**src/rtl/rng_conditioner_if.sv**
```systemverilog
//------------------------------------------------------------------------------
// Module   : rng_conditioner_if
// Brief    : Byte output handshake bundle (data/valid/ready) for rng_conditioner.
// Revision : 1.0 - initial release
//------------------------------------------------------------------------------
`default_nettype none

interface rng_conditioner_if;
    logic [7:0] data;
    logic       valid;
    logic       ready;

    modport master (output data, output valid, input ready);
    modport slave  (input data, input valid, output ready);
endinterface

`default_nettype wire

```
**src/rtl/rng_conditioner.sv**
```systemverilog
//------------------------------------------------------------------------------
// Module   : rng_conditioner
// Brief    : Ring-oscillator sampler with repetition-count health test,
//            Von Neumann debiasing and byte assembly behind a valid/ready port.
// Revision : 1.0 - initial release
//------------------------------------------------------------------------------
`default_nettype none

module rng_conditioner #(
    parameter int SAMPLE_DIV = 4,
    parameter int REP_LIMIT  = 32
) (
    input  logic              clk,
    input  logic              rst_n,
    input  logic              raw_bit,
    input  logic              enable,
    input  logic              clear_fail,
    output logic              health_fail,
    rng_conditioner_if.master out_if
);

    localparam int             PW       = (SAMPLE_DIV > 1) ? $clog2(SAMPLE_DIV) : 1;
    localparam logic [PW-1:0]  DIV_LAST = PW'(SAMPLE_DIV - 1);
    localparam logic [7:0]     REP_MAX  = 8'(REP_LIMIT);
    localparam logic [7:0]     REP_PRE  = 8'(REP_LIMIT - 1);
    localparam logic [0:0]     ST_FIRST  = 1'b0;
    localparam logic [0:0]     ST_SECOND = 1'b1;

    logic          sync_meta;
    logic          s_bit;
    logic [PW-1:0] presc;
    logic          strobe;
    logic [7:0]    run_cnt;
    logic          last_sample;
    logic          same;
    logic          fail_set;
    logic          force_first;
    logic [0:0]    state;
    logic [0:0]    state_next;
    logic          pair_bit;
    logic          db_valid;
    logic          db_bit;
    logic [7:0]    asm_byte;
    logic [3:0]    asm_cnt;
    logic          accept;
    logic [7:0]    asm_next;
    logic [3:0]    cnt_next;
    logic          load;

    always_ff @(posedge clk or negedge rst_n) begin
        if (!rst_n) begin
            sync_meta <= 1'b0;
            s_bit     <= 1'b0;
        end else begin
            sync_meta <= raw_bit;
            s_bit     <= sync_meta;
        end
    end

    assign strobe = enable && (presc == DIV_LAST);

    always_ff @(posedge clk or negedge rst_n) begin
        if (!rst_n) begin
            presc <= '0;
        end else if (!enable || strobe) begin
            presc <= '0;
        end else begin
            presc <= presc + PW'(1);
        end
    end

    // Run counter of zero means "no reference sample yet": next sample starts a run.
    assign same     = (run_cnt != 8'd0) && (s_bit == last_sample);
    assign fail_set = strobe && same && (run_cnt == REP_PRE);

    always_ff @(posedge clk or negedge rst_n) begin
        if (!rst_n) begin
            health_fail <= 1'b0;
            run_cnt     <= 8'd0;
            last_sample <= 1'b0;
        end else begin
            if (fail_set) begin
                health_fail <= 1'b1;
            end else if (clear_fail) begin
                health_fail <= 1'b0;
            end
            if (clear_fail && !fail_set) begin
                run_cnt <= 8'd0;
            end else if (strobe) begin
                last_sample <= s_bit;
                if (!same) begin
                    run_cnt <= 8'd1;
                end else if (run_cnt != REP_MAX) begin
                    run_cnt <= run_cnt + 8'd1;
                end
            end
        end
    end

    assign force_first = health_fail || !enable;

    always_ff @(posedge clk or negedge rst_n) begin
        if (!rst_n) begin
            state <= ST_FIRST;
        end else begin
            state <= state_next;
        end
    end

    always_comb begin
        state_next = state;
        if (force_first) begin
            state_next = ST_FIRST;
        end else if (strobe) begin
            state_next = (state == ST_FIRST) ? ST_SECOND : ST_FIRST;
        end
    end

    always_comb begin
        db_valid = 1'b0;
        db_bit   = pair_bit;
        if (!force_first && strobe && (state == ST_SECOND) && (s_bit != pair_bit)) begin
            db_valid = 1'b1;
        end
    end

    always_ff @(posedge clk or negedge rst_n) begin
        if (!rst_n) begin
            pair_bit <= 1'b0;
        end else if (strobe && (state == ST_FIRST)) begin
            pair_bit <= s_bit;
        end
    end

    // A full byte (count 8) blocks further bits until the output register takes it.
    assign accept   = db_valid && (asm_cnt != 4'd8);
    assign asm_next = accept ? {db_bit, asm_byte[7:1]} : asm_byte;
    assign cnt_next = asm_cnt + {3'b000, accept};
    assign load     = (cnt_next == 4'd8) && (!out_if.valid || out_if.ready);

    always_ff @(posedge clk or negedge rst_n) begin
        if (!rst_n) begin
            asm_cnt  <= 4'd0;
            asm_byte <= 8'h00;
        end else if (load || (force_first && (asm_cnt != 4'd8))) begin
            asm_cnt  <= 4'd0;
            asm_byte <= 8'h00;
        end else begin
            asm_cnt  <= cnt_next;
            asm_byte <= asm_next;
        end
    end

    always_ff @(posedge clk or negedge rst_n) begin
        if (!rst_n) begin
            out_if.data  <= 8'h00;
            out_if.valid <= 1'b0;
        end else if (load) begin
            out_if.data  <= asm_next;
            out_if.valid <= 1'b1;
        end else if (out_if.valid && out_if.ready) begin
            out_if.valid <= 1'b0;
        end
    end

endmodule

`default_nettype wire

```
**src/flat_wrapper.sv**
```systemverilog
// flat-port wrapper written by rule: the top's interface ports become plain ports
module rng_conditioner_flat 
#(
    parameter int SAMPLE_DIV = 4,
    parameter int REP_LIMIT  = 32
)
  (clk, rst_n, raw_bit, enable, clear_fail, health_fail, out_if_data, out_if_valid, out_if_ready);
  rng_conditioner_if out_if_i ();
  input  logic clk;
  input  logic rst_n;
  input  logic raw_bit;
  input  logic enable;
  input  logic clear_fail;
  output logic health_fail;
  output wire logic [$bits(out_if_i.data)-1:0] out_if_data;
  output wire logic [$bits(out_if_i.valid)-1:0] out_if_valid;
  input wire logic [$bits(out_if_i.ready)-1:0] out_if_ready;
  assign out_if_data = out_if_i.data;
  assign out_if_valid = out_if_i.valid;
  assign out_if_i.ready = out_if_ready;
  rng_conditioner #(.SAMPLE_DIV(SAMPLE_DIV), .REP_LIMIT(REP_LIMIT)) u_core (.clk(clk), .rst_n(rst_n), .raw_bit(raw_bit), .enable(enable), .clear_fail(clear_fail), .health_fail(health_fail), .out_if(out_if_i));
endmodule
```
**config.mk**
```make
export PLATFORM = sky130hd
export DESIGN_NAME = rng_conditioner_flat
export DESIGN_NICKNAME = d
export VERILOG_FILES = /design/src/rtl/rng_conditioner_if.sv /design/src/rtl/rng_conditioner.sv /design/src/flat_wrapper.sv
export SDC_FILE = /design/constraint.sdc
export NUM_CORES = 1
export LEC_CHECK = 0
export ABC_CLOCK_PERIOD_IN_PS = 6300
export BUFFER_PORTS_ARGS = -buffer_cell sky130_fd_sc_hd__buf_4
export CORE_MARGIN = 2
export CORE_UTILIZATION = 30
export CTS_BUF_LIST = sky130_fd_sc_hd__clkbuf_8
export DETAILED_ROUTE_END_ITERATION = 12
export PLACE_DENSITY = 0.52
export SLEW_MARGIN = 10
export SYNTH_ARGS = -nofsm -noshare
export SYNTH_HDL_FRONTEND = slang
export SYNTH_SLANG_ARGS = --single-unit
```
**constraint.sdc**
```tcl
create_clock -name clk -period 6.3 [get_ports clk]
set_input_delay 1.575 -clock clk [delete_from_list [all_inputs] [get_ports clk]]
set_output_delay 1.575 -clock clk [all_outputs]
set_load 0.02 [all_outputs]
```
==> results of run 1 <==
[cells by family (layout without fill, tap and decap cells)]
logic type	Yosys count	in the layout	share of synthesized area, %
buffers and inverters	9	29	3.05
adder cells (fa/ha/maj)	5	5	3.55
flip-flops	37	37	52.5
AND/OR/NAND/NOR	48	48	15.6
XOR/XNOR	6	6	3.41
AO/OA/AOI/OAI	38	38	16.0
multiplexers	10	10	5.82
[metrics by stage]
| step | cell area, sq um | hold WS [ns] | instances |
|---|---|---|---|
| after floorplan | 1760 | 0.331 | 153 |
| after global placement | 1940 | 0.338 | 237 |
| after detailed placement | 1940 | 0.337 | 237 |
| after CTS | 2050 | 0.355 | 245 |
| after global routing | 2050 | 0.363 | 245 |
| final | 2050 | 0.352 | 245 |
[layout by cell type (no fill, tap or decap), drive strengths merged, types with 2 or more instances in the layout]
| cell | netlist | layout |
|---|---|---|
| nor2 | 19 | 19 |
| a211oi | 2 | 2 |
| a21oi | 6 | 6 |
| xor2 | 3 | 3 |
| ha | 5 | 5 |
| and3 | 2 | 2 |
| mux2 | 2 | 2 |
| dfrtp | 37 | 37 |
| inv | 5 | 6 |
| nand4 | 3 | 3 |
| nor4b | 2 | 2 |
| xnor2 | 3 | 3 |
| a311oi | 2 | 2 |
| o21ai | 14 | 14 |
| and2 | 4 | 4 |
| nand3 | 3 | 3 |
| nor4 | 2 | 2 |
| nand3b | 2 | 2 |
| o31ai | 8 | 8 |
| mux2i | 8 | 8 |
| clkbuf | 0 | 5 |
| buf | 4 | 16 |
| nand2 | 5 | 5 |
[worst paths after layout]
kind	from	to	slack (ns)	depth (start not counted)
max	enable	u_core.asm_byte[6]	1.89	10
min	u_core.sync_meta	u_core.s_bit	0.35	0
max reg2reg	u_core.presc[0]	u_core.asm_byte[6]	2.64	10
min reg2reg	u_core.sync_meta	u_core.s_bit	0.35	0
max in group asynchronous	rst_n	u_core.run_cnt[7]	4.73	1
min in group asynchronous	rst_n	u_core.asm_cnt[2]	1.24	1
[final cells by class]
class	instances	share of cell area, %
multi-input cells	107	38.2
well taps	72	4.40
repair buffers	16	5.86
clock buffers	5	3.36
flip-flops and latches	37	45.2
clock inverters	3	2.08
inverters	5	0.916
[cell usage after synthesis, drive strengths merged, types with 2 or more instances]
library cell   n  area share (%)
ha             5             3.5
dfrtp         37              53
buf            4             2.0
nor4b          2             1.8
mux2           2             1.3
nand3          3            0.85
nor4           2             1.1
a21oi          6             1.7
nand4          3             1.1
and2           4             1.4
and3           2            0.71
inv            5             1.1
xnor2          3             1.5
xor2           3             1.9
o21ai         14             4.0
o31ai          8             5.7
a311oi         2            0.99
nand2          5             1.2
mux2i          8             4.5
a211oi         2            0.85
nor2          19             4.0
nand3b         2            0.85
[where the power goes]
group          internal (mW)  switching (mW)  leakage [nW]  total [mW]
Sequential             0.246         0.00723         0.507       0.253
Combinational         0.0169          0.0239         0.321      0.0408
Clock                  0.117          0.0855        0.0595       0.203
[registers in the layout (all words and copies together), names as in the netlist]
register,cells
u_core.sync_meta,1
u_core.s_bit,1
u_core.asm_byte,8
u_core.out_if.data,8
u_core.health_fail,1
u_core.asm_cnt,4
u_core.state,1
u_core.presc,2
u_core.out_if.valid,1
u_core.run_cnt,8
u_core.db_bit,1
u_core.last_sample,1
[critical path, delay by kind of cell]
| family | cells | cell delay (ns) |
|---|---|---|
| XOR/XNOR | 1 | 0.15 |
| buffers and inverters | 2 | 0.33 |
| AO/OA/AOI/OAI | 1 | 0.99 |
| AND/OR/NAND/NOR | 4 | 1.13 |
| adder cells (fa/ha/maj) | 2 | 0.38 |
[layer usage]
layer | part of all wire, % | global-route usage [%]
met4 | 1.2 | 3.56
met1 | 44 | 15.0
met5 | 0 | 0
met2 | 51 | 20.0
met3 | 4.0 | 4.72
==> metrics.txt, run 1 <==
status=completed; RSZ-0062 raised after global routing=no; Initial Utilization=31.4%; Antenna Nets Post-Route=0; Hold Path Class=reg -> reg; clock slew at reported path FFs=0.08 ns; Top FF cell, synth=dfrtp_1; Worst Skew=0.00716 ns; Clock Root Buffer=clkbuf_8; CORE AREA=0.00561 sq mm; total number of yosys warnings=0; Synthesized Nets=164; Worst path slowest cell=o22ai_1; H-Tree Level Count=2; CTS sink cnt=37; antenna violations before repair=0; Final Cycle Share=69.9%; die footprint=0.00651 sq mm; die width=80.7 um; Row Count=27; PnR worst setup slack=1.89 ns; RD Place Congestion=0.888; final core utilization=36.5%; IO buf count=15; FF+latch area=926 sq um; die height=80.7 um; Setup CP Type=in -> reg; worst path required time=6.44 ns; CP startpoint kind=input pin; drt wl/cell=13.8 um; Leak=0.888 nW; Final min period=4.41 ns; CP Max Fanout=18; all-layer global routing usage=12.3%; Seq/Total Area, Yosys=52.5%; clk_lat worst skew=0.29 ns; via count=1239; Post-synth EDFFs=0; max_slew headroom=38.6%; worst slew pin tran=0.920 ns; via/cell ratio=5.06; Worst EP arrival=4.55 ns; CP Capture Type=flip-flop; Worst IR Drop VDD=84.7 uV; CTS tree=done; Async SR Flop Fraction=100%; Syn-to-layout area delta=16.3%; Slew Limit Fails=0; number of placed I/O pins=16; DRC violations left=0; Synth cell types=41; synthesized area=0.00176 sq mm; Hold Buf Count CTS=0; Yosys reg bits=37; share of layout cells above drive strength 1=21.4%; Post-CTS Setup Bufs=0; pin count of the biggest net entering global routing=38; Final Power=0.497 mW; final setup fails=0; first drt pass iteration count=4; Setup TNS=0 ns; Post-Syn Instances=153; Mapped Avg Cell Area=11.5 sq um; CP cell instances=buf_4 -> nand2_2 -> nor4_2 -> buf_4 -> ha_1 -> ha_1 -> xnor2_1 -> nand4_1 -> o22ai_1 -> nor2_1; CTS buffer count=5; hpwl dp=2430 um; Power Density=242 mW/mm^2; worst slack, placed=1.57 ns; Final Hold Viols=0; drt total wl=3390 um; net total in the final layout=183; CP peak stage delay=0.99 ns; # diodes=0; max_cap viols=0; Initial DRC Count=26; PostCTS Resize Cnt=0; fmax=0.227 GHz; number of global-route vias before repair=1231; total gr overflow=0; area of the multi-input gates=783 sq um; CTS max path bufs=2; first-pass GRT wire length=5970 um; filler instances=596
Note: power is estimated with default switching activity, not from simulation.
==> run 2, diff against run 1 <==
- ABC_CLOCK_PERIOD_IN_PS: 6300 -> 4400
- clock period: 6.3 -> 4.4 ns (I/O delays scaled with it)
==> run 2 against run 1 <==
- sequential cell count stayed put
- final area is 0.43% lower
- via count is 3.1% higher
- setup slack worse by 0.72 ns
- count of clock-buffer cells in the layout stayed put
- critical path depth is 1 higher
- critical path type unchanged
- critical endpoint unchanged
- largest cell class unchanged
==> metrics.txt, run 2 (synthesis results as in run 1) <==
status=completed (unchanged); fmax=0.310 GHz; combinational share of power=9.0% (was 8.2%); number of global-route vias before repair=1249 (was 1231); Clock Root Buffer=clkbuf_8 (unchanged); Worst IR Drop VDD=104 uV (was 84.7 uV); drt wl/cell=14.0 um (was 13.8 um); sw frac=25.7% (was 23.5%); PostCTS Resize Cnt=0 (unchanged); Initial DRC Count=55 (was 26); RSZ-0062 raised after global routing=no (unchanged); Worst EP arrival=3.37 ns (was 4.55 ns); IO buf count=15 (unchanged); worst slew pin tran=0.789 ns (was 0.920 ns); H-Tree Level Count=2 (unchanged); Worst path slowest cell=o22ai_1 (unchanged); hold depth=0 (unchanged); drt total wl=3460 um (was 3390 um); cell-internal power=0.486 mW (was 0.380 mW); Final Cycle Share=73.3%; Initial Utilization=31.4% (unchanged); filler instances=576 (was 596); first drt pass iteration count=4 (unchanged); Finished Layout Cells=247 (was 245); R2R cell count=11 (was 10); clock slew at reported path FFs=0.07 ns (was 0.08 ns); final core utilization=36.4% (was 36.5%); Syn-to-layout area delta=15.8% (was 16.3%); reg2reg end=u_core.asm_byte[6] (unchanged); flop2flop setup slack=1.44 ns (was 2.64 ns); via count=1277 (was 1239); Hold Buf Count CTS=0 (unchanged); CP peak stage delay=0.63 ns (was 0.99 ns); worst path required time=4.55 ns (was 6.44 ns); die footprint=0.00651 sq mm (unchanged); Post-CTS Setup Bufs=0 (unchanged); Clock power frac=35.5% (was 40.8%); Leak=0.880 nW (was 0.888 nW); total gr overflow=0 (unchanged); share of layout cells above drive strength 1=22.3% (was 21.4%); hold_sp=u_core.sync_meta (unchanged); all-layer global routing usage=12.3% (about the same); Final Hold Viols=0 (unchanged); most frequent cells in the layout=dfrtp_1, nor2_1, buf_4, o21ai_0 (unchanged); Antenna Nets Post-Route=0 (unchanged); Setup CP Type=in -> reg (unchanged); Row Count=27 (unchanged); final setup fails=0 (unchanged); antenna violations before repair=0 (unchanged); CTS buffer count=5 (unchanged); placed insts=239 (was 237); pin count of the biggest net entering global routing=38 (unchanged); Power Density=320 mW/mm^2 (was 242 mW/mm^2); P_sw=0.168 mW (was 0.117 mW); Setup TNS=0 ns (unchanged); FF+latch area=926 sq um (unchanged); Hold Path Sink=u_core.s_bit (unchanged); Setup crit start=enable (unchanged); CTS max path bufs=2 (unchanged); Worst Skew=0.00389 ns (was 0.00716 ns); register share of total power=55.5% (was 51.0%); clk_lat worst skew=0.29 ns (about the same); CP Capture Type=flip-flop (unchanged); post-route cell area=0.00204 sq mm (was 0.00205 sq mm); CP startpoint kind=input pin (unchanged); die height=80.7 um (unchanged); most frequent CP cell=buf_4; CTS tree=done (unchanged); Post-DP Area=0.00195 sq mm (was 0.00194 sq mm); CORE AREA=0.00561 sq mm (unchanged); # diodes=0 (unchanged); Final Power=0.654 mW (was 0.497 mW); R2R Path Start=u_core.presc[0] (unchanged); max_cap viols=0 (unchanged); DRC violations left=0 (unchanged); die width=80.7 um (unchanged); Slew Limit Fails=0 (unchanged); via/cell ratio=5.17 (was 5.06); CTS sink cnt=37 (unchanged); top flop regs=u_core.asm_byte: 8 flops, u_core.out_if.data: 8 flops, u_core.run_cnt: 8 flops (unchanged); Hold Path Class=reg -> reg (unchanged); area of the multi-input gates=783 sq um (unchanged); most common cell after layout, fill and taps aside=dfrtp_1 (unchanged); RD Place Congestion=0.883 (was 0.888); Final min period=3.22 ns; CP cell instances=buf_4 -> nand2_2 -> nor4_2 -> buf_4 -> ha_1 -> ha_1 -> xnor2_1 -> nand4_1 -> buf_4 -> o22ai_1 -> nor2_1 (was buf_4 -> nand2_2 -> nor4_2 -> buf_4 -> ha_1 -> ha_1 -> xnor2_1 -> nand4_1 -> o22ai_1 -> nor2_1); net total in the final layout=185 (was 183); number of placed I/O pins=16 (unchanged); hpwl dp=2500 um (was 2430 um); max_slew headroom=47.4% (was 38.6%); CP Max Fanout=18 (unchanged); first-pass GRT wire length=6020 um (was 5970 um)
-- run 2: cell types whose count changed in the layout (fill, tap and decap cells not counted), sizes merged --
cell,change
buf,+2
clkinvlp,+2
bufinv,-1
clkinv,-1
-- run 2: worst max path at each step --
stage	slack [ns]	end	cells past startpoint
6_report	1.18	u_core.asm_byte[6]	11
5_1_grt	0.85	u_core.asm_byte[6]	11
4_1_cts	1.15	u_core.asm_byte[6]	11
3_5_place_dp	0.84	u_core.asm_byte[6]	11
3_3_place_gp	0.96	u_core.asm_byte[3]	11
2_1_floorplan	1.44	u_core.asm_byte[0]	10
-- run 2: layout make-up --
cell class              instances  area share [%]
inverters                       5           0.920
well taps                      72            4.41
clock buffers                   5            3.37
multi-input cells             107            38.4
repair buffers                 18            6.62
flip-flops and latches         37            45.4
clock inverters                 3           0.920
-- run 2: power by group through the flow --
stage | Sequential, mW | Combinational [mW] | Clock (mW)
after CTS | 0.363 | 0.0596 | 0.243
after global routing | 0.365 | 0.0657 | 0.258
after global placement | 0.369 | 0.0583 | 0
after detailed placement | 0.370 | 0.0599 | 0
after floorplan | 0.367 | 0.0400 | 0
final | 0.363 | 0.0585 | 0.232
-- run 2: worst max-delay path: cells and delay by family --
kind	cells	cell delay (ns)
buf+inv	3	0.55
simple gates	4	0.60
fa+ha+maj	2	0.35
compound gates	1	0.63
xor+xnor	1	0.15
-- run 2: per-stage QoR --
step | hold slack [ns] | setup WS [ns]
final | 0.353 | 1.18
after global routing | 0.363 | 0.851
after CTS | 0.356 | 1.15
after detailed placement | 0.338 | 0.844
after global placement | 0.337 | 0.958
after floorplan | 0.331 | 1.44
-- run 2: metal layers --
layer	up-vias	track usage (%)	wire length [um]
li1	598	-	-
met1	631	14.7	1490
met2	40	19.8	1710
met3	8	3.48	181
met4	0	6.44	81
met5	-	0	0
